==> src/rtl/dram_load_unit.sv <==
// dram_load_unit
//   Sequential load unit between the LSU issue stage and the data-memory port.
//   It accepts one load at a time and issues word-aligned memory reads. A load
//   that crosses a word boundary is split into two beats. The returned bytes
//   are merged, shifted and sign/zero-extended into the response.
//
//   Optional feature macro: DRAM_LOAD_MISALIGN_EN
//     defined   : boundary-crossing loads are split into two memory beats
//     undefined : boundary-crossing loads return err=1 without touching memory
//
//   Ports
//     clk, rst_n                      clock, async active-low reset
//     ld_req_valid/ready/addr/type    load request (type one-hot
//                                     {lwu, ld, lhu, lbu, lw, lh, lb})
//     mem_req_valid/ready/addr        word-aligned memory read request
//     mem_rsp_valid/data              in-order read data, one per request
//     ld_rsp_valid/ready/data/err     extended load result
module dram_load_unit #(
  parameter int XLEN = 32,
  parameter int AW   = 32
) (
  input  logic            clk,
  input  logic            rst_n,
  input  logic            ld_req_valid,
  output logic            ld_req_ready,
  input  logic [AW-1:0]   ld_req_addr,
  input  logic [6:0]      ld_req_type,
  output logic            mem_req_valid,
  input  logic            mem_req_ready,
  output logic [AW-1:0]   mem_req_addr,
  input  logic            mem_rsp_valid,
  input  logic [XLEN-1:0] mem_rsp_data,
  output logic            ld_rsp_valid,
  input  logic            ld_rsp_ready,
  output logic [XLEN-1:0] ld_rsp_data,
  output logic            ld_rsp_err
);

  localparam int WB   = XLEN / 8;
  localparam int OFFW = $clog2(WB);

  typedef enum logic [2:0] {
    IDLE  = 3'd0,
    REQ0  = 3'd1,
    WAIT0 = 3'd2,
    REQ1  = 3'd3,
    WAIT1 = 3'd4,
    RESP  = 3'd5
  } state_t;

  function automatic logic type_onehot(input logic [6:0] t);
    return (t != 7'd0) && ((t & (t - 7'd1)) == 7'd0);
  endfunction

  // Access size in bytes; zero for an encoding that is not a known type.
  function automatic logic [3:0] type_size(input logic [6:0] t);
    logic [3:0] s;
    if (t[0] || t[3]) begin
      s = 4'd1;
    end else if (t[1] || t[4]) begin
      s = 4'd2;
    end else if (t[2] || t[6]) begin
      s = 4'd4;
    end else if (t[5]) begin
      s = 4'd8;
    end else begin
      s = 4'd0;
    end
    return s;
  endfunction

  function automatic logic crosses(input logic [OFFW-1:0] off, input logic [3:0] size);
    logic [4:0] sum;
    sum = 5'(off) + 5'(size);
    return sum > 5'(WB);
  endfunction

  // Two-beat window shifted so the addressed byte lands at bit 0.
  function automatic logic [XLEN-1:0] merge_beats(input logic [XLEN-1:0] hi,
                                                  input logic [XLEN-1:0] lo,
                                                  input logic [OFFW-1:0] off);
    logic [2*XLEN-1:0] cat;
    cat = {hi, lo} >> {off, 3'b000};
    return cat[XLEN-1:0];
  endfunction

  // Left-justify the loaded field, then shift back arithmetically or logically.
  function automatic logic [XLEN-1:0] extend(input logic [XLEN-1:0] raw,
                                             input logic [6:0] t);
    logic signed [XLEN-1:0] tmp;
    int nbits;
    nbits = 8 * int'(type_size(t));
    tmp   = raw;
    if ((nbits > 0) && (nbits < XLEN)) begin
      tmp = tmp << (XLEN - nbits);
      if (t[0] || t[1] || t[2]) begin
        tmp = tmp >>> (XLEN - nbits);
      end else begin
        tmp = tmp >> (XLEN - nbits);
      end
    end else begin
      tmp = raw;
    end
    return tmp;
  endfunction

  state_t            state_r, state_n;
  logic              ld_req_ready_r, mem_req_valid_r, ld_rsp_valid_r;
  logic [AW-1:0]     mem_req_addr_r, addr_n;
  logic [XLEN-1:0]   ld_rsp_data_r, rsp_data_n;
  logic              ld_rsp_err_r, rsp_err_n;
  logic [OFFW-1:0]   off_r;
  logic [6:0]        type_r;
  logic              cap_req_s, load_rsp_s, load_addr_s;
  logic [3:0]        req_size_s;
  logic              req_illegal_s, req_bad_s;
`ifdef DRAM_LOAD_MISALIGN_EN
  logic              cross_r;
  logic [XLEN-1:0]   beat0_r;
  logic              load_beat0_s;
`endif

  assign req_size_s    = type_size(ld_req_type);
  assign req_illegal_s = !type_onehot(ld_req_type) ||
                         ((ld_req_type[5] || ld_req_type[6]) && (XLEN == 32));
`ifdef DRAM_LOAD_MISALIGN_EN
  assign req_bad_s     = req_illegal_s;
`else
  // Without splitting, a crossing load is rejected before any memory access.
  assign req_bad_s     = req_illegal_s || crosses(ld_req_addr[OFFW-1:0], req_size_s);
`endif

  assign ld_req_ready  = ld_req_ready_r;
  assign mem_req_valid = mem_req_valid_r;
  assign mem_req_addr  = mem_req_addr_r;
  assign ld_rsp_valid  = ld_rsp_valid_r;
  assign ld_rsp_data   = ld_rsp_data_r;
  assign ld_rsp_err    = ld_rsp_err_r;

  // Next-state and datapath load strobes.
  always_comb begin
    state_n      = state_r;
    cap_req_s    = 1'b0;
    load_rsp_s   = 1'b0;
    rsp_data_n   = {XLEN{1'b0}};
    rsp_err_n    = 1'b0;
    load_addr_s  = 1'b0;
    addr_n       = mem_req_addr_r;
`ifdef DRAM_LOAD_MISALIGN_EN
    load_beat0_s = 1'b0;
`endif
    case (state_r)
      IDLE: begin
        if (ld_req_valid) begin
          cap_req_s = 1'b1;
          if (req_bad_s) begin
            state_n    = RESP;
            load_rsp_s = 1'b1;
            rsp_err_n  = 1'b1;
          end else begin
            state_n     = REQ0;
            load_addr_s = 1'b1;
            addr_n      = {ld_req_addr[AW-1:OFFW], {OFFW{1'b0}}};
          end
        end else begin
          state_n = IDLE;
        end
      end
      REQ0: begin
        if (mem_req_ready) begin
          state_n = WAIT0;
        end else begin
          state_n = REQ0;
        end
      end
      WAIT0: begin
        if (mem_rsp_valid) begin
          state_n    = RESP;
          load_rsp_s = 1'b1;
          rsp_data_n = extend(merge_beats({XLEN{1'b0}}, mem_rsp_data, off_r), type_r);
`ifdef DRAM_LOAD_MISALIGN_EN
          if (cross_r) begin
            state_n      = REQ1;
            load_rsp_s   = 1'b0;
            load_beat0_s = 1'b1;
            load_addr_s  = 1'b1;
            addr_n       = mem_req_addr_r + AW'(WB);
          end else begin
            state_n = RESP;
          end
`endif
        end else begin
          state_n = WAIT0;
        end
      end
`ifdef DRAM_LOAD_MISALIGN_EN
      REQ1: begin
        if (mem_req_ready) begin
          state_n = WAIT1;
        end else begin
          state_n = REQ1;
        end
      end
      WAIT1: begin
        if (mem_rsp_valid) begin
          state_n    = RESP;
          load_rsp_s = 1'b1;
          rsp_data_n = extend(merge_beats(mem_rsp_data, beat0_r, off_r), type_r);
        end else begin
          state_n = WAIT1;
        end
      end
`endif
      RESP: begin
        if (ld_rsp_ready) begin
          state_n = IDLE;
        end else begin
          state_n = RESP;
        end
      end
      default: begin
        state_n = IDLE;
      end
    endcase
  end

  // State register; handshake flags are registered from the next state.
  always_ff @(posedge clk or negedge rst_n) begin
    if (!rst_n) begin
      state_r         <= IDLE;
      ld_req_ready_r  <= 1'b1;
      mem_req_valid_r <= 1'b0;
      ld_rsp_valid_r  <= 1'b0;
    end else begin
      state_r         <= state_n;
      ld_req_ready_r  <= (state_n == IDLE);
      mem_req_valid_r <= (state_n == REQ0) || (state_n == REQ1);
      ld_rsp_valid_r  <= (state_n == RESP);
    end
  end

  // Request fields, memory address, first beat and response payload.
  always_ff @(posedge clk or negedge rst_n) begin
    if (!rst_n) begin
      off_r          <= {OFFW{1'b0}};
      type_r         <= 7'd0;
      mem_req_addr_r <= {AW{1'b0}};
      ld_rsp_data_r  <= {XLEN{1'b0}};
      ld_rsp_err_r   <= 1'b0;
`ifdef DRAM_LOAD_MISALIGN_EN
      cross_r        <= 1'b0;
      beat0_r        <= {XLEN{1'b0}};
`endif
    end else begin
      if (cap_req_s) begin
        off_r  <= ld_req_addr[OFFW-1:0];
        type_r <= ld_req_type;
`ifdef DRAM_LOAD_MISALIGN_EN
        cross_r <= crosses(ld_req_addr[OFFW-1:0], req_size_s);
`endif
      end
      if (load_addr_s) begin
        mem_req_addr_r <= addr_n;
      end
      if (load_rsp_s) begin
        ld_rsp_data_r <= rsp_data_n;
        ld_rsp_err_r  <= rsp_err_n;
      end
`ifdef DRAM_LOAD_MISALIGN_EN
      if (load_beat0_s) begin
        beat0_r <= mem_rsp_data;
      end
`endif
    end
  end

endmodule
==> config.mk <==
export PLATFORM = sky130hd
export DESIGN_NAME = dram_load_unit
export DESIGN_NICKNAME = d
export VERILOG_FILES = /design/src/rtl/dram_load_unit.sv
export SDC_FILE = /design/constraint.sdc
export NUM_CORES = 1
export LEC_CHECK = 0
export ABC_AREA = 1
export BUFFER_PORTS_ARGS = -buffer_cell sky130_fd_sc_hd__buf_2
export CAP_MARGIN = 15
export CORE_ASPECT_RATIO = 0.9
export CORE_UTILIZATION = 50
export CTS_BUF_LIST = sky130_fd_sc_hd__clkbuf_16
export CTS_CLUSTER_SIZE = 16
export DETAILED_ROUTE_END_ITERATION = 8
export GPL_TIMING_DRIVEN = 0
export PLACE_DENSITY = 0.8
export SYNTH_ARGS = -nofsm -noshare
export SYNTH_HDL_FRONTEND = slang
export SYNTH_SLANG_ARGS = --single-unit
==> constraint.sdc <==
create_clock -name clk -period 1.8 [get_ports clk]
set_input_delay 0.18 -clock clk [delete_from_list [all_inputs] [get_ports clk]]
set_output_delay 0.18 -clock clk [all_outputs]
set_load 0.005 [all_outputs]
=== Word-level counts from Yosys, hierarchy flattened ===
Index checks and enable logic that the tools add are counted.

* Reduce and logical (&&, ||, !) cells: 20
* Divide/modulo/power cells: 0
* Mux-type cells: 30
* Magnitude comparators: 3
* Multiply operators: 0
* Bitwise gates (word level): 2
* Add/subtract/negate cells: 3
* Equal/unequal tests: 6
* Shift-type cells: 4

{| class="wikitable"
|+ Operator list
! kind !! number
|-
| two-way mux 32 bit || 4
|-
| two-way mux 4 bit || 10
|-
| left shift 32 x 32 -> 32 bit || 1
|-
| right shift 32 x 32 -> 32 bit || 1
|-
| right shift 32 x 5 -> 32 bit || 1
|-
| >>> shifter 32 x 32 -> 32 bit || 1
|-
| logical OR 1 bit || 12
|-
| two-way mux 3 bit || 4
|-
| case mux 3 bit (4 select lines) || 1
|-
| two-way mux 1 bit || 9
|-
| subtractor 6 x 7 -> 8 bit (first input constant) || 1
|-
| AND 7 bit || 1
|-
| > comparator 7 x 1 -> 1 bit (second input constant) || 1
|-
| zero test 7 bit || 1
|-
| < comparator 7 x 6 -> 1 bit (second input constant) || 1
|-
| nonzero test 7 bit || 1
|-
| subtractor 7 x 1 -> 7 bit (second input constant) || 1
|-
| equality test 3 x 1 -> 1 bit (second input constant) || 2
|-
| equality test 3 x 2 -> 1 bit (second input constant) || 2
|-
| equality test 3 bit (second input constant) || 2
|-
| zero test 3 bit || 2
|-
| adder 2 x 4 -> 5 bit || 1
|-
| > comparator 5 x 3 -> 1 bit (second input constant) || 1
|-
| AND reduction 4 bit || 1
|-
| 5 further kinds || 6
|}

* Memory bits (read-only): 0
* Register bits: 78
* Logic and storage cells: 77
* Memories: 0
* Memory bits (writable): 0
* Input bits: 77
* Bits in latches: 0
* Output and inout bits: 68

=== Longest topological paths before layout ===
Gate-level depths: netlist of the first run.

* Word-level depth: 13
* Gate-level depth with buffers: 14
* Mapped depth without buffers: 13

=== Worst setup path after synthesis of the first run ===
OpenSTA, ideal clock, no wires.

* Path type: input -> register
* From: in ld_req_type[0]
* To: reg ld_rsp_data_r[31] (netlist: ld_rsp_data[31])
* Slack: -0.031 ns
* Arrival: 1.757 ns
* Path buffers: 1
* Cell stages on the path: 14
* Data required time: 1.726 ns
* Setup time: 0.074 ns
* Cell sequence: nor2_2 -> inv_1 -> nor2_1 -> inv_1 -> fa_1 -> inv_1 -> nor2_1 -> nor2_1 -> nand2_1 -> nand3_2 -> nand2_4 -> buf_6 -> nand3_1 -> o21ai_2

* Cells in the longest elaborated chain, start to end: 10
* Elaborated cells on any way between the ends: 15
* Those cells by class: 2 x add/sub; 1 x order compare; 4 x mux; 1 x bitwise; 7 x reduce/logical

{| class="wikitable"
|+ RTL lines
! what !! RTL line !! source
|-
| start, declared || 27 || <nowiki>input logic [6:0] ld_req_type,</nowiki>
|-
| subtractor 7 x 1 -> 7 bit || 52 || <nowiki>return (t != 7'd0) && ((t & (t - 7'd1)) == 7'd0);</nowiki>
|-
| AND 7 bit || 52 ||
|-
| zero test 7 bit || 52 ||
|-
| logical AND 1 bit || 52 ||
|-
| zero test 1 bit || 124 || <nowiki>assign req_illegal_s = !type_onehot(ld_req_type) ||</nowiki>
|-
| logical OR 1 bit || 124 ||
|-
| logical OR 1 bit (*) || 130 || <nowiki>assign req_bad_s = req_illegal_s || crosses(ld_req_addr[OFFW-1:0], req_size_s);</nowiki>
|-
| two-way mux 1 bit (*) || 156 || <nowiki>if (req_bad_s) begin</nowiki>
|-
| two-way mux 1 bit (*) || 154 || <nowiki>if (ld_req_valid) begin</nowiki>
|-
| case mux 1 bit (2 select lines) (*) || 152 || <nowiki>case (state_r)</nowiki>
|-
| end signal, assigned || 248 || <nowiki>ld_rsp_data_r <= {XLEN{1'b0}};</nowiki>
|-
| end signal, assigned || 266 || <nowiki>ld_rsp_data_r <= rsp_data_n;</nowiki>
|-
| end, declared || 110 || <nowiki>logic [XLEN-1:0] ld_rsp_data_r, rsp_data_n;</nowiki>
|}

Mark *: on every way between the ends. The rest lies on a longest branch, timed or not.
A chain may end at the register's enable or synchronous reset.

=== Worst setup path after layout of the first run ===
* From: in ld_req_type[3]
* To: reg ld_rsp_data_r[20] (netlist: ld_rsp_data[20])

Same word-level chain as after synthesis.

==> implementation parameters, run 1 <==
Parameter                              Value

Power
  Combinational share of power ... around 44%
  Cell Pwr Density ... around 1500 mW/mm^2
  Reg power frac ... 30.4%
  Standby leakage power ... 0.00320 uW
  IR drop worst, VDD ... between 800 and 900 uV
  Relative contribution of the clock network to total power ... 25.9%
  Switching share of power ... 39.6%
  Cell-internal power ... about 5300 uW
  Total Power ... roughly 8800 uW
  P_sw ... 3470 uW

Route
  Routed wirelength normalized by instance count ... 15.7 um
  DR pass1 iterations ... 5
  Iteration-0 DRC Markers ... approximately 340
  Via count of the routed design ... 4500
  Routed vias/inst ... 5.51
  Post-route DRC violation count ... 0
  Final wirelength ... 12800 um
  Post-route ant nets ... 0

Synth
  Number of distinct standard cells referenced by the synthesized netlist ... 33
  Portion of the post-synthesis area used by sequential elements ... around 46%
  Synth Area per Inst ... 7.67 um^2
  Seq cells post-synth ... 78
  Post-Synthesis Cells ... 548
  Mapped Area ... roughly 0.0042 mm^2
  Synth warn ... 0

Final layout
  Finished layout cell area ... 0.00578 mm^2
  Net count reported at finish ... 792
  Area added between synthesis and finish ... 37.4%
  Diode count ... 0
  Number of standard cells in the final layout excluding fillers ... between 800 and 900
  Highest-count cells in the layout ignoring fill and taps ... 158 x sky130_fd_sc_hd__buf_2, 157 x sky130_fd_sc_hd__nand2_1, 77 x sky130_fd_sc_hd__dfrtp_1
  Final-layout fill cell count ... ~680
  Most common library cell in the layout ignoring fill and taps ... sky130_fd_sc_hd__buf_2
  Fraction of the core area covered by cells at the end of the flow ... 71.2%
  Share of layout cells above drive strength 1 ... 35.4%
  Footprint of the flip-flops and latches ... 0.00195 mm^2
  Area of combinational cells with multiple inputs ... 0.00211 mm^2

Outcome
  Status ... finished, final reports clean

STA
  Post-route worst hold slack ... 0.0615 ns
  Setup skew after layout ... 0.00734 ns
  Achievable Freq ... 0.575 GHz
  Unrepaired setup endpoints after global routing ... true
  Part of the cycle the worst path needs ... 96.6%
  Pins over their slew limit ... 0
  Hold violation total from the final report ... 0
  Endpoints failing setup ... 0
  Worst-margin pin slew ... 0.785 ns
  Worst rel slew slack ... 47.6%
  Period minus WS final ... 1.74 ns

Placement
  Final weighted congestion of routability-driven global placement ... between 0.9 and 1
  Number of input and output port buffers inserted ... 142
  Cell area after placement ... 0.00508 mm^2
  HPWL after DPL ... 9210 um
  Number of instances in the placed design ... 791

Worst hold path
  Hold path cells ... 3
  Worst min-delay path class ... in -> reg
  Worst Hold Endpoint ... type_r[3]$_DFFE_PN0P_
  Hold Startpoint ... ld_req_type[3]

Setup path
  Register-to-Register Setup Slack ... 0.10 ns
  Terminus of the critical flop-to-flop path ... ld_rsp_data[10]$_DFFE_PN0P_
  Number of cell instances on the worst register-to-register path ... 6
  Max FO, Critical Path ... 5
  Launch instance of the worst register-to-register path ... state_r[0]$_DFF_PN0_
  Worst setup path class ... in -> reg
  Category of the worst setup path launch point ... primary input
  Capturing element type of the critical path ... flip-flop
  Critical path arrival ... 2.00 ns
  WP data required ... 2.06 ns

Die
  Starting Density ... 51.9%
  Vert. Die Dim ... 89.0 um
  Horiz. Die Dim ... around 100 um
  I/O pin cnt ... ~150
  Die area ... about 0.0088 mm^2
  Core ar. ... approximately 0.008 mm^2
  Num rows ... 31

Clock network
  Maximum root-to-sink buffer count ... 2
  Later-pin clock latency in the skew report ... 0.34 ns
  Clock slew at reported path FFs ... ~0.070 ns
  Clock tree from TritonCTS ... done
  Root Buffer Master ... sky130_fd_sc_hd__clkbuf_16
  Clock tree sinks ... 78
  # H-tree levels ... 3
  Number of clock buffers inserted by TritonCTS ... 9

Global route
  Largest net degree at the start of global routing ... 48
  Antenna violations before repair ... 0
  Total GRT Usage ... 27.6%
  First-pass GRT wire length ... 18700 um
  Number of global-route vias before repair ... 3822
  Overall overflow remaining after global route ... 0

Flow run
  Maximum capacitance violations ... 0
## power groups by stage
stage | combinational, uW | clock (uW) | sequential [uW]
5_1_grt | 4200 | 2340 | 2720
2_1_floorplan | 2180 | 0 | 2640
4_1_cts | 3450 | 2280 | 2600
6_report | 3830 | 2270 | 2660
3_3_place_gp | 3300 | 0 | 2610
3_5_place_dp | 3400 | 0 | 2630
## cells in the mapped netlist
master	count	area [um^2]
sky130_fd_sc_hd__o211ai_1	6	45.0
sky130_fd_sc_hd__nor3_1	2	10.0
sky130_fd_sc_hd__o22ai_1	6	37.5
sky130_fd_sc_hd__o21ai_2	10	87.6
sky130_fd_sc_hd__conb_1	1	3.75
sky130_fd_sc_hd__o21a_2	1	8.76
sky130_fd_sc_hd__a21oi_1	13	65.1
sky130_fd_sc_hd__inv_1	29	109
sky130_fd_sc_hd__nor4_1	1	6.26
sky130_fd_sc_hd__nand3_1	61	305
sky130_fd_sc_hd__clkbuf_1	7	26.3
sky130_fd_sc_hd__nand2_2	1	6.26
sky130_fd_sc_hd__dfrtp_1	77	1930
sky130_fd_sc_hd__buf_1	2	7.51
sky130_fd_sc_hd__dfstp_2	1	26.3
sky130_fd_sc_hd__buf_6	5	56.3
sky130_fd_sc_hd__a31oi_1	2	12.5
sky130_fd_sc_hd__buf_4	5	37.5
sky130_fd_sc_hd__nand3_2	3	30.0
sky130_fd_sc_hd__o21ai_0	33	165
sky130_fd_sc_hd__and2_1	1	6.26
sky130_fd_sc_hd__nor2_1	55	206
sky130_fd_sc_hd__xnor2_1	1	8.76
sky130_fd_sc_hd__fa_1	1	20.0
sky130_fd_sc_hd__inv_2	3	11.3
sky130_fd_sc_hd__nand4_1	33	206
sky130_fd_sc_hd__nand2_1	158	593
sky130_fd_sc_hd__nand2_4	1	11.3
sky130_fd_sc_hd__nor3b_1	1	7.51
sky130_fd_sc_hd__o21ai_1	4	20.0
sky130_fd_sc_hd__nor2_2	4	25.0
sky130_fd_sc_hd__ha_1	2	25.0
sky130_fd_sc_hd__buf_2	18	90.1
## critical path, cell delays in order
cell	delay [ns]
sky130_fd_sc_hd__buf_8	0.09
sky130_fd_sc_hd__nor2_4	0.03
sky130_fd_sc_hd__inv_2	0.09
sky130_fd_sc_hd__ha_4	0.15
sky130_fd_sc_hd__inv_2	0.03
sky130_fd_sc_hd__fa_1	0.49
sky130_fd_sc_hd__inv_1	0.04
sky130_fd_sc_hd__nor2_2	0.10
sky130_fd_sc_hd__nor2_1	0.06
sky130_fd_sc_hd__nand2_1	0.11
sky130_fd_sc_hd__nand3_4	0.14
sky130_fd_sc_hd__nand2_8	0.17
sky130_fd_sc_hd__buf_8	0.13
sky130_fd_sc_hd__nand3_1	0.08
sky130_fd_sc_hd__o21ai_1	0.09
## worst max path at each step
| stage | start | to | slack [ns] |
|---|---|---|---|
| floorplan | ld_req_type[0] | ld_rsp_data[31]$_DFFE_PN0P_ | -0.004 |
| global placement | ld_req_type[0] | ld_rsp_data[30]$_DFFE_PN0P_ | -0.37 |
| detailed placement | ld_req_type[0] | ld_rsp_data[30]$_DFFE_PN0P_ | -0.45 |
| CTS | ld_req_type[3] | ld_rsp_data[30]$_DFFE_PN0P_ | 0.0006 |
| global route | ld_req_type[0] | ld_rsp_data[10]$_DFFE_PN0P_ | -0.05 |
| finish | ld_req_type[3] | ld_rsp_data[20]$_DFFE_PN0P_ | 0.06 |
## sequential cells by signal, summed over array words and instances (netlist names)
register	cells
type_r	7
state_r	3
ld_rsp_valid	1
off_r	2
ld_rsp_err	1
ld_rsp_data	32
mem_req_valid	1
mem_req_addr	30
ld_req_ready	1
## final cells by class
type	count	share of cell area, %
repair buffers	151	15.0
multi-input cells	403	36.5
inverters	32	2.12
well taps	99	2.14
clock buffers	9	3.90
clock inverters	7	2.51
flip-flops and latches	78	33.8
plain buffers	37	3.96
## per-stage QoR
stage / setup slack, ns / TNS (ns)
4_1_cts: 0.000637 / 0
3_5_place_dp: -0.451 / -24.71
2_1_floorplan: -0.00350 / -0.00699
3_3_place_gp: -0.371 / -19.66
5_1_grt: -0.0469 / -0.737
6_report: 0.0618 / 0
## kinds of logic (layout without fill, tap and decap cells)
kind of cell,Yosys count,in the layout,synth area share (%)
other,1,2,0.0892
adders and majority gates,3,3,1.07
buffers and inverters,69,236,8.04
xor gates and xnor gates,1,1,0.208
and+or+nand+nor,321,322,33.6
DFF,78,78,46.5
AOI/OAI and AO/OA,75,75,10.5
## layer usage
layer / up-vias / global-route usage [%] / share of wire, %
met5: - / 0 / 0
met2: 185 / 44.4 / 49
met4: 0 / 5.97 / 0.64
met1: 2144 / 39.6 / 44
met3: 13 / 4.61 / 6.3
li1: 2158 / - / -
## timing repair
action | 4_1_cts | 5_1_grt
hold buffers | 1 | 0
hold endpoints to repair | 30 | 0
setup buffers | 2 | 2
pin swaps | 3 | 20
cloned | 0 | 4
setup endpoints to repair | 50 | 66
gates resized for setup | 5 | 51
No activity file was read; power rests on OpenSTA's default activity.
==> run 2: changes to the inputs <==
BUFFER_PORTS_ARGS = -buffer_cell sky130_fd_sc_hd__buf_4   (was -buffer_cell sky130_fd_sc_hd__buf_2)
==> implementation parameters, run 2 (synthesized netlist as in run 1, its figures left out) <==
Parameter                              Value

Setup path
  Cell breakdown of the critical path ... buf_8, nor2_4, inv_2, nor2_4, inv_2, fa_1, inv_1, nor2_2, nor2_1, nand2_1, nand3_2, nand2_4, buf_12, buf_8, nand3_2, nand2_1 (was buf_8, nor2_4, inv_2, ha_4, inv_2, fa_1, inv_1, nor2_2, nor2_1, nand2_1, nand3_4, nand2_8, buf_8, nand3_1, o21ai_1)
  Max FO, Critical Path ... 5 (unchanged)
  WP data required ... 2.07 ns (was 2.06 ns)
  Worst setup path class ... in -> reg (unchanged)
  Slowest cell delay on critical path ... 0.50 ns (was 0.49 ns)
  Critical path arrival ... 2.15 ns (was 2.00 ns)
  Slowest stage cell, crit path ... sky130_fd_sc_hd__fa_1 (unchanged)
  Number of buffer and inverter stages on the critical path ... 6 (was 5)
  Dominant delay contributor by cell family on the critical path ... simple AND/OR/NAND/NOR gates (unchanged)
  Capturing element type of the critical path ... flip-flop (unchanged)
  Category of the worst setup path launch point ... primary input (unchanged)

Power
  P_sw ... 3500 uW (was 3470 uW)
  Reg power frac ... 31.2% (was 30.4%)
  Switching share of power ... 40.7% (was 39.6%)
  Cell Pwr Density ... 1420 mW/mm^2 (was 1520 mW/mm^2)
  Relative contribution of the clock network to total power ... 20.6% (was 25.9%)
  Total Power ... 8620 uW (was 8760 uW)
  Combinational share of power ... 48.2% (was 43.7%)
  Standby leakage power ... 0.00326 uW (was 0.00320 uW)
  IR drop worst, VDD ... 946 uV (was 878 uV)
  Cell-internal power ... 5110 uW (was 5290 uW)

Final layout
  Share of layout cells above drive strength 1 ... 37.2% (was 35.4%)
  Highest-count cells in the layout ignoring fill and taps ... 153 x sky130_fd_sc_hd__buf_4, 141 x sky130_fd_sc_hd__nand2_1, 77 x sky130_fd_sc_hd__dfrtp_1 (was 158 x sky130_fd_sc_hd__buf_2, 157 x sky130_fd_sc_hd__nand2_1, 77 x sky130_fd_sc_hd__dfrtp_1)
  Most common library cell in the layout ignoring fill and taps ... sky130_fd_sc_hd__buf_4 (was sky130_fd_sc_hd__buf_2)
  Area added between synthesis and finish ... 44.6% (was 37.4%)
  Number of standard cells in the final layout excluding fillers ... 822 (was 816)
  Diode count ... 0 (unchanged)
  Net count reported at finish ... 798 (was 792)
  Flip-flop count of the largest register after layout ... 32 (unchanged)
  Fraction of the core area covered by cells at the end of the flow ... 75.0% (was 71.2%)

STA
  Pins over their slew limit ... 0 (unchanged)
  Setup skew after layout ... 0.00617 ns (was 0.00734 ns)
  Worst-margin pin slew ... 0.983 ns (was 0.785 ns)
  Worst rel slew slack ... 34.5% (was 47.6%)
  Achievable Freq ... 0.532 GHz (was 0.575 GHz)
  Sum Neg Setup Slack ... -0.700 ns (was 0 ns)
  Unrepaired setup endpoints after global routing ... true (unchanged)
  Final worst slack ... -0.0797 ns (was 0.0618 ns)
  Endpoints failing setup ... 23 (was 0)
  Hold violation total from the final report ... 1 (was 0)
  Period minus WS final ... 1.88 ns (was 1.74 ns)
  Post-route worst hold slack ... -0.00529 ns (was 0.0615 ns)
  Part of the cycle the worst path needs ... 104% (was 96.6%)

Route
  Iteration-0 DRC Markers ... 336 (was 335)
  Post-route DRC violation count ... 0 (unchanged)
  Via count of the routed design ... 4620 (was 4500)
  Post-route ant nets ... 0 (unchanged)
  Final wirelength ... 13800 um (was 12800 um)
  Routed wirelength normalized by instance count ... 16.8 um (was 15.7 um)
  Routed vias/inst ... 5.62 (was 5.51)
  DR pass1 iterations ... 5 (unchanged)

Die
  Core ar. ... 0.00811 mm^2 (unchanged)
  Vert. Die Dim ... 89.0 um (unchanged)
  I/O pin cnt ... 145 (unchanged)
  Horiz. Die Dim ... 98.7 um (unchanged)
  Starting Density ... 51.9% (unchanged)
  Die area ... 0.00878 mm^2 (unchanged)
  Num rows ... 31 (unchanged)

Clock network
  Later-pin clock latency in the skew report ... 0.34 ns (about the same)
  Clock tree sinks ... 78 (unchanged)
  Maximum root-to-sink buffer count ... 2 (unchanged)
  Number of clock buffers inserted by TritonCTS ... 9 (unchanged)
  Clock tree from TritonCTS ... done (unchanged)
  Hold-fix buffers at CTS ... 0 (was 1)
  Root Buffer Master ... sky130_fd_sc_hd__clkbuf_16 (unchanged)
  Clock slew at reported path FFs ... 0.06 ns (was 0.07 ns)
  # H-tree levels ... 3 (unchanged)

Placement
  HPWL after DPL ... 9350 um (was 9210 um)
  Number of input and output port buffers inserted ... 142 (unchanged)
  Post-Place Worst Slack ... -0.419 ns (was -0.451 ns)
  Final weighted congestion of routability-driven global placement ... 0.954 (was 0.919)
  Number of instances in the placed design ... 790 (was 791)

Global route
  Total GRT Usage ... 30.6% (was 27.6%)
  First-pass GRT wire length ... 20700 um (was 18700 um)
  Number of global-route vias before repair ... 4234 (was 3822)
  Overall overflow remaining after global route ... 0 (unchanged)
  Largest net degree at the start of global routing ... 79 (was 48)
  Antenna violations before repair ... 0 (unchanged)

Worst hold path
  Worst min-delay path class ... in -> async (was in -> reg)

Flow run
  Maximum capacitance violations ... 0 (unchanged)

Outcome
  Failing checks ... hold timing, setup timing
  Status ... finished with violations (was finished, final reports clean)
run 2: cell types whose count changed in the layout (fill, tap and decap cells not counted), moves of 2 or more:
cell	before	now
sky130_fd_sc_hd__buf_2	158	18
sky130_fd_sc_hd__buf_6	5	9
sky130_fd_sc_hd__inv_1	25	27
sky130_fd_sc_hd__nand3_1	38	44
sky130_fd_sc_hd__bufinv_16	4	1
sky130_fd_sc_hd__clkbuf_16	11	9
sky130_fd_sc_hd__nand3_2	24	17
sky130_fd_sc_hd__nand2_2	2	18
sky130_fd_sc_hd__buf_4	9	153
sky130_fd_sc_hd__clkinv_2	0	2
sky130_fd_sc_hd__nor2_2	2	4
sky130_fd_sc_hd__nand2_1	157	141
run 2: what timing repair did:
action | CTS | global route
setup endpoints to repair | 37 | 55
gates resized for setup | 5 | 70
gates cloned | 2 | 3
buffers inserted | 7 | 4
pin swaps | 7 | 11
run 2: path summary, 6_finish.rpt:
path | cells past startpoint | startpoint | slack (ns) | to
min in group clk | 3 | ld_req_type[3] | 0.06 | type_r[3]$_DFFE_PN0P_
min | 1 | rst_n | -0.005 | mem_req_addr[10]$_DFFE_PN0P_
max reg2reg | 3 | state_r[1]$_DFF_PN0_ | 0.07 | ld_rsp_data[7]$_DFFE_PN0P_
max in group asynchronous | 1 | rst_n | 1.17 | ld_rsp_data[3]$_DFFE_PN0P_
min reg2reg | 2 | mem_req_addr[5]$_DFFE_PN0P_ | 0.47 | mem_req_addr[5]$_DFFE_PN0P_
max | 16 | ld_req_type[0] | -0.08 | ld_rsp_data[3]$_DFFE_PN0P_
run 2: power by group through the flow:
stage               Clock, uW  Sequential, uW  Combinational [uW]
global placement            0            2630                3580
finish                   1770            2690                4150
floorplan                   0            2640                2180
detailed placement          0            2660                3670
CTS                      1780            2630                3870
global route             1870            2730                4560
run 2: final cells by class:
type / instances / area, um^2
clock buffers: 9 / 225
flip-flops and latches: 78 / 1950
well taps: 99 / 124
plain buffers: 37 / 245
inverters: 32 / 123
multi-input cells: 402 / 2110
fillers: 617 / 2030
repair buffers: 158 / 1240
clock inverters: 7 / 58.8
run 2: layer usage:
layer	GRT usage, %	wire [um]	vias to the layer above
li1	-	-	2162
met5	0	0	-
met4	12.6	286	0
met3	5.86	1000	27
met1	41.2	5820	2208
met2	49.6	6710	223
run 2: worst reg2reg max path, cell delays in order (launching register included):
cell,delay (ns)
sky130_fd_sc_hd__dfrtp_1,0.42
sky130_fd_sc_hd__nand3_1,0.29
sky130_fd_sc_hd__clkbuf_1,0.69
sky130_fd_sc_hd__o21ai_0,0.19
run 2: per-stage QoR:
stage	hold slack, ns	area, um^2
final	-0.00529	6080
after floorplan	-0.116	4220
after global routing	0.0706	6080
after detailed placement	0.401	5410
after global placement	0.389	5410
after CTS	0.0417	5800
==> run 3: changes to the inputs <==
--- a/config.mk
+++ b/config.mk
@@ -8,3 +8,3 @@
 export ABC_AREA = 1
-export BUFFER_PORTS_ARGS = -buffer_cell sky130_fd_sc_hd__buf_4
+export BUFFER_PORTS_ARGS = -buffer_cell sky130_fd_sc_hd__buf_2
 export CAP_MARGIN = 15
==> constraint.sdc (replaced) <==
create_clock -name clk -period 1.8 [get_ports clk]
set_input_delay 0.36 -clock clk [delete_from_list [all_inputs] [get_ports clk]]
set_output_delay 0.36 -clock clk [all_outputs]
set_load 0.005 [all_outputs]
==> implementation parameters, run 3 (synthesized netlist as in run 1, its figures left out) <==
Parameter                              Value

Outcome
  Status ... finished with violations (unchanged)
  Failing checks ... setup timing (was hold timing, setup timing)

Worst hold path
  Hold path cells ... 3
  Worst min-delay path class ... in -> reg (was in -> async)
  Hold Startpoint ... ld_req_addr[22]
  Worst Hold Endpoint ... mem_req_addr[22]$_DFFE_PN0P_

Setup path
  Register-to-Register Setup Slack ... 0 ns (was 0.07 ns)
  Worst setup path class ... in -> reg (unchanged)
  Critical path arrival ... 2.19 ns (was 2.15 ns)
  WP data required ... 2.02 ns (was 2.07 ns)
  Number of cell instances on the worst register-to-register path ... 6 (was 3)
  Launch instance of the worst register-to-register path ... state_r[0]$_DFF_PN0_ (was state_r[1]$_DFF_PN0_)
  Terminus of the critical flop-to-flop path ... ld_rsp_data[12]$_DFFE_PN0P_ (was ld_rsp_data[7]$_DFFE_PN0P_)
  Max FO, Critical Path ... 6 (was 5)
  Category of the worst setup path launch point ... primary input (unchanged)
  Capturing element type of the critical path ... flip-flop (unchanged)
  Startpoint of the most critical setup path ... ld_req_type[3] (was ld_req_type[0])

Power
  Cell Pwr Density ... 1470 mW/mm^2 (was 1420 mW/mm^2)
  Switching share of power ... 40.4% (was 40.7%)
  Relative contribution of the clock network to total power ... 24.1% (was 20.6%)
  IR drop worst, VDD ... 697 uV (was 946 uV)
  Reg power frac ... 30.5% (was 31.2%)
  Total Power ... 8770 uW (was 8620 uW)
  Combinational share of power ... 45.4% (was 48.2%)
  Standby leakage power ... 0.00326 uW (about the same)
  P_sw ... 3540 uW (was 3500 uW)
  Cell-internal power ... 5230 uW (was 5110 uW)

Global route
  Overall overflow remaining after global route ... 0 (unchanged)
  Largest net degree at the start of global routing ... 44 (was 79)
  Met1 capacity usage during global routing ... 36.9% (was 41.2%)
  Antenna violations before repair ... 0 (unchanged)
  Met3 GRT Util ... 5.63% (was 5.86%)
  Global-route layer with the greatest usage ... met2 (unchanged)
  Number of global-route vias before repair ... 4334 (was 4234)
  Met2 routing resource usage after global routing ... 52.0% (was 49.6%)
  First-pass GRT wire length ... 20200 um (was 20700 um)
  Total GRT Usage ... 29.6% (was 30.6%)

Clock network
  # H-tree levels ... 3 (unchanged)
  Maximum root-to-sink buffer count ... 2 (unchanged)
  Clock tree sinks ... 78 (unchanged)
  Clock slew at reported path FFs ... 0.06 ns (about the same)
  Clock tree from TritonCTS ... done (unchanged)
  Root Buffer Master ... sky130_fd_sc_hd__clkbuf_16 (unchanged)
  Later-pin clock latency in the skew report ... 0.34 ns (about the same)
  Number of clock buffers inserted by TritonCTS ... 9 (unchanged)

Die
  Die area ... 0.00878 mm^2 (unchanged)
  Num rows ... 31 (unchanged)
  I/O pin cnt ... 145 (unchanged)
  Horiz. Die Dim ... 98.7 um (unchanged)
  Core ar. ... 0.00811 mm^2 (unchanged)
  Vert. Die Dim ... 89.0 um (unchanged)
  Starting Density ... 51.9% (unchanged)

Final layout
  Highest-count cells in the layout ignoring fill and taps ... 157 x sky130_fd_sc_hd__buf_2, 133 x sky130_fd_sc_hd__nand2_1, 77 x sky130_fd_sc_hd__dfrtp_1 (was 153 x sky130_fd_sc_hd__buf_4, 141 x sky130_fd_sc_hd__nand2_1, 77 x sky130_fd_sc_hd__dfrtp_1)
  Flip-flop count of the largest register after layout ... 32 (unchanged)
  Net count reported at finish ... 797 (was 798)
  Share of layout cells above drive strength 1 ... 40.6% (was 37.2%)
  Number of standard cells in the final layout excluding fillers ... 821 (was 822)
  Final-layout fill cell count ... 616 (was 617)
  Fraction of the core area covered by cells at the end of the flow ... 73.5% (was 75.0%)
  Most common library cell in the layout ignoring fill and taps ... sky130_fd_sc_hd__buf_2 (was sky130_fd_sc_hd__buf_4)
  Area added between synthesis and finish ... 41.7% (was 44.6%)
  Diode count ... 0 (unchanged)

Route
  Iteration-0 DRC Markers ... 286 (was 336)
  Via count of the routed design ... 4647 (was 4620)
  Routed vias/inst ... 5.66 (was 5.62)
  DR pass1 iterations ... 5 (unchanged)
  Routed wirelength normalized by instance count ... 15.9 um (was 16.8 um)
  Post-route ant nets ... 0 (unchanged)
  Post-route DRC violation count ... 0 (unchanged)
  Final wirelength ... 13100 um (was 13800 um)

Flow run
  Maximum capacitance violations ... 0 (unchanged)

STA
  Endpoints failing setup ... 66 (was 23)
  Unrepaired setup endpoints after global routing ... true (unchanged)
  Part of the cycle the worst path needs ... 109% (was 104%)
  Hold violation total from the final report ... 0 (was 1)
  Setup skew after layout ... 0.00616 ns (was 0.00617 ns)
  Worst-margin pin slew ... 0.676 ns (was 0.983 ns)
  Period minus WS final ... 1.96 ns (was 1.88 ns)
  Achievable Freq ... 0.510 GHz (was 0.532 GHz)
  Sum Neg Setup Slack ... -8.01 ns (was -0.700 ns)
  Worst rel slew slack ... 54.9% (was 34.5%)
  Pins over their slew limit ... 0 (unchanged)
  Final worst slack ... -0.161 ns (was -0.0797 ns)

Placement
  Final weighted congestion of routability-driven global placement ... 0.913 (was 0.954)
  HPWL after DPL ... 9120 um (was 9350 um)
  Number of input and output port buffers inserted ... 142 (unchanged)
  Number of instances in the placed design ... 791 (was 790)
  Post-Place Worst Slack ... -0.593 ns (was -0.419 ns)
-- run 3: cell types whose count changed in the layout (fill, tap and decap cells not counted), sizes merged --
cell         delta
bufinv          +2
dlygate4sd3     +1
clkinv          -1
buf             -2
inv             -1
-- run 3: worst max path at each step --
stage                     slack (ns)                           end  cells past startpoint
after floorplan                -0.16   ld_rsp_data[20]$_DFFE_PN0P_                     14
after global placement         -0.52   ld_rsp_data[21]$_DFFE_PN0P_                     15
after detailed placement       -0.59    ld_rsp_data[4]$_DFFE_PN0P_                     15
after CTS                      -0.13   ld_rsp_data[13]$_DFFE_PN0P_                     16
after global routing           -0.26  mem_req_addr[27]$_DFFE_PN0P_                     13
final                          -0.16   mem_req_addr[3]$_DFFE_PN0P_                     13
-- run 3: area by class of cell --
type / count / area, um^2 / share of cell area [%]
Buffer: 36 / 238 / 3.99
Inverter: 32 / 123 / 2.06
Tap cell: 99 / 124 / 2.08
Clock buffer: 9 / 225 / 3.78
Multi-Input combinational cell: 402 / 2240 / 37.5
Sequential cell: 78 / 1950 / 32.8
Timing Repair Buffer: 158 / 938 / 15.7
Clock inverter: 7 / 121 / 2.04
-- run 3: critical path, stage by stage --
cell	delay [ns]
sky130_fd_sc_hd__buf_8	0.10
sky130_fd_sc_hd__nor2_4	0.13
sky130_fd_sc_hd__inv_4	0.06
sky130_fd_sc_hd__nor2_4	0.11
sky130_fd_sc_hd__inv_2	0.04
sky130_fd_sc_hd__fa_1	0.47
sky130_fd_sc_hd__inv_1	0.05
sky130_fd_sc_hd__nor2_2	0.13
sky130_fd_sc_hd__o21a_2	0.26
sky130_fd_sc_hd__nand3_4	0.17
sky130_fd_sc_hd__buf_6	0.19
sky130_fd_sc_hd__nand2_2	0.06
sky130_fd_sc_hd__nand2_1	0.05
-- run 3: stage by stage --
| stage | hold slack [ns] | area, um^2 |
|---|---|---|
| 2_1_floorplan | 0.0644 | 4340 |
| 3_3_place_gp | 0.451 | 5170 |
| 3_5_place_dp | 0.355 | 5190 |
| 4_1_cts | 0.249 | 5810 |
| 5_1_grt | 0.272 | 5960 |
| 6_report | 0.272 | 5960 |
-- run 3: per-layer routing --
layer | part of all wire, % | wire, um
met1 | 41 | 5330
met2 | 50 | 6540
met3 | 6.3 | 823
met4 | 2.9 | 378
met5 | 0 | 0
-- run 3: power by group through the flow --
stage	logic (uW)	registers [uW]	clock network, uW
5_1_grt	4380	2740	2200
4_1_cts	3750	2650	2130
3_5_place_dp	3490	2660	0
2_1_floorplan	2270	2670	0
3_3_place_gp	3400	2640	0
6_report	3980	2670	2110
-- run 3: timing repair --
item	in CTS	in global routing
gates cloned	4	2
setup endpoints to repair	66	66
pin swaps	9	22
hold buffers	1	0
resized for setup	55	27
endpoints found under the hold margin	11	0
buffers inserted	7	2
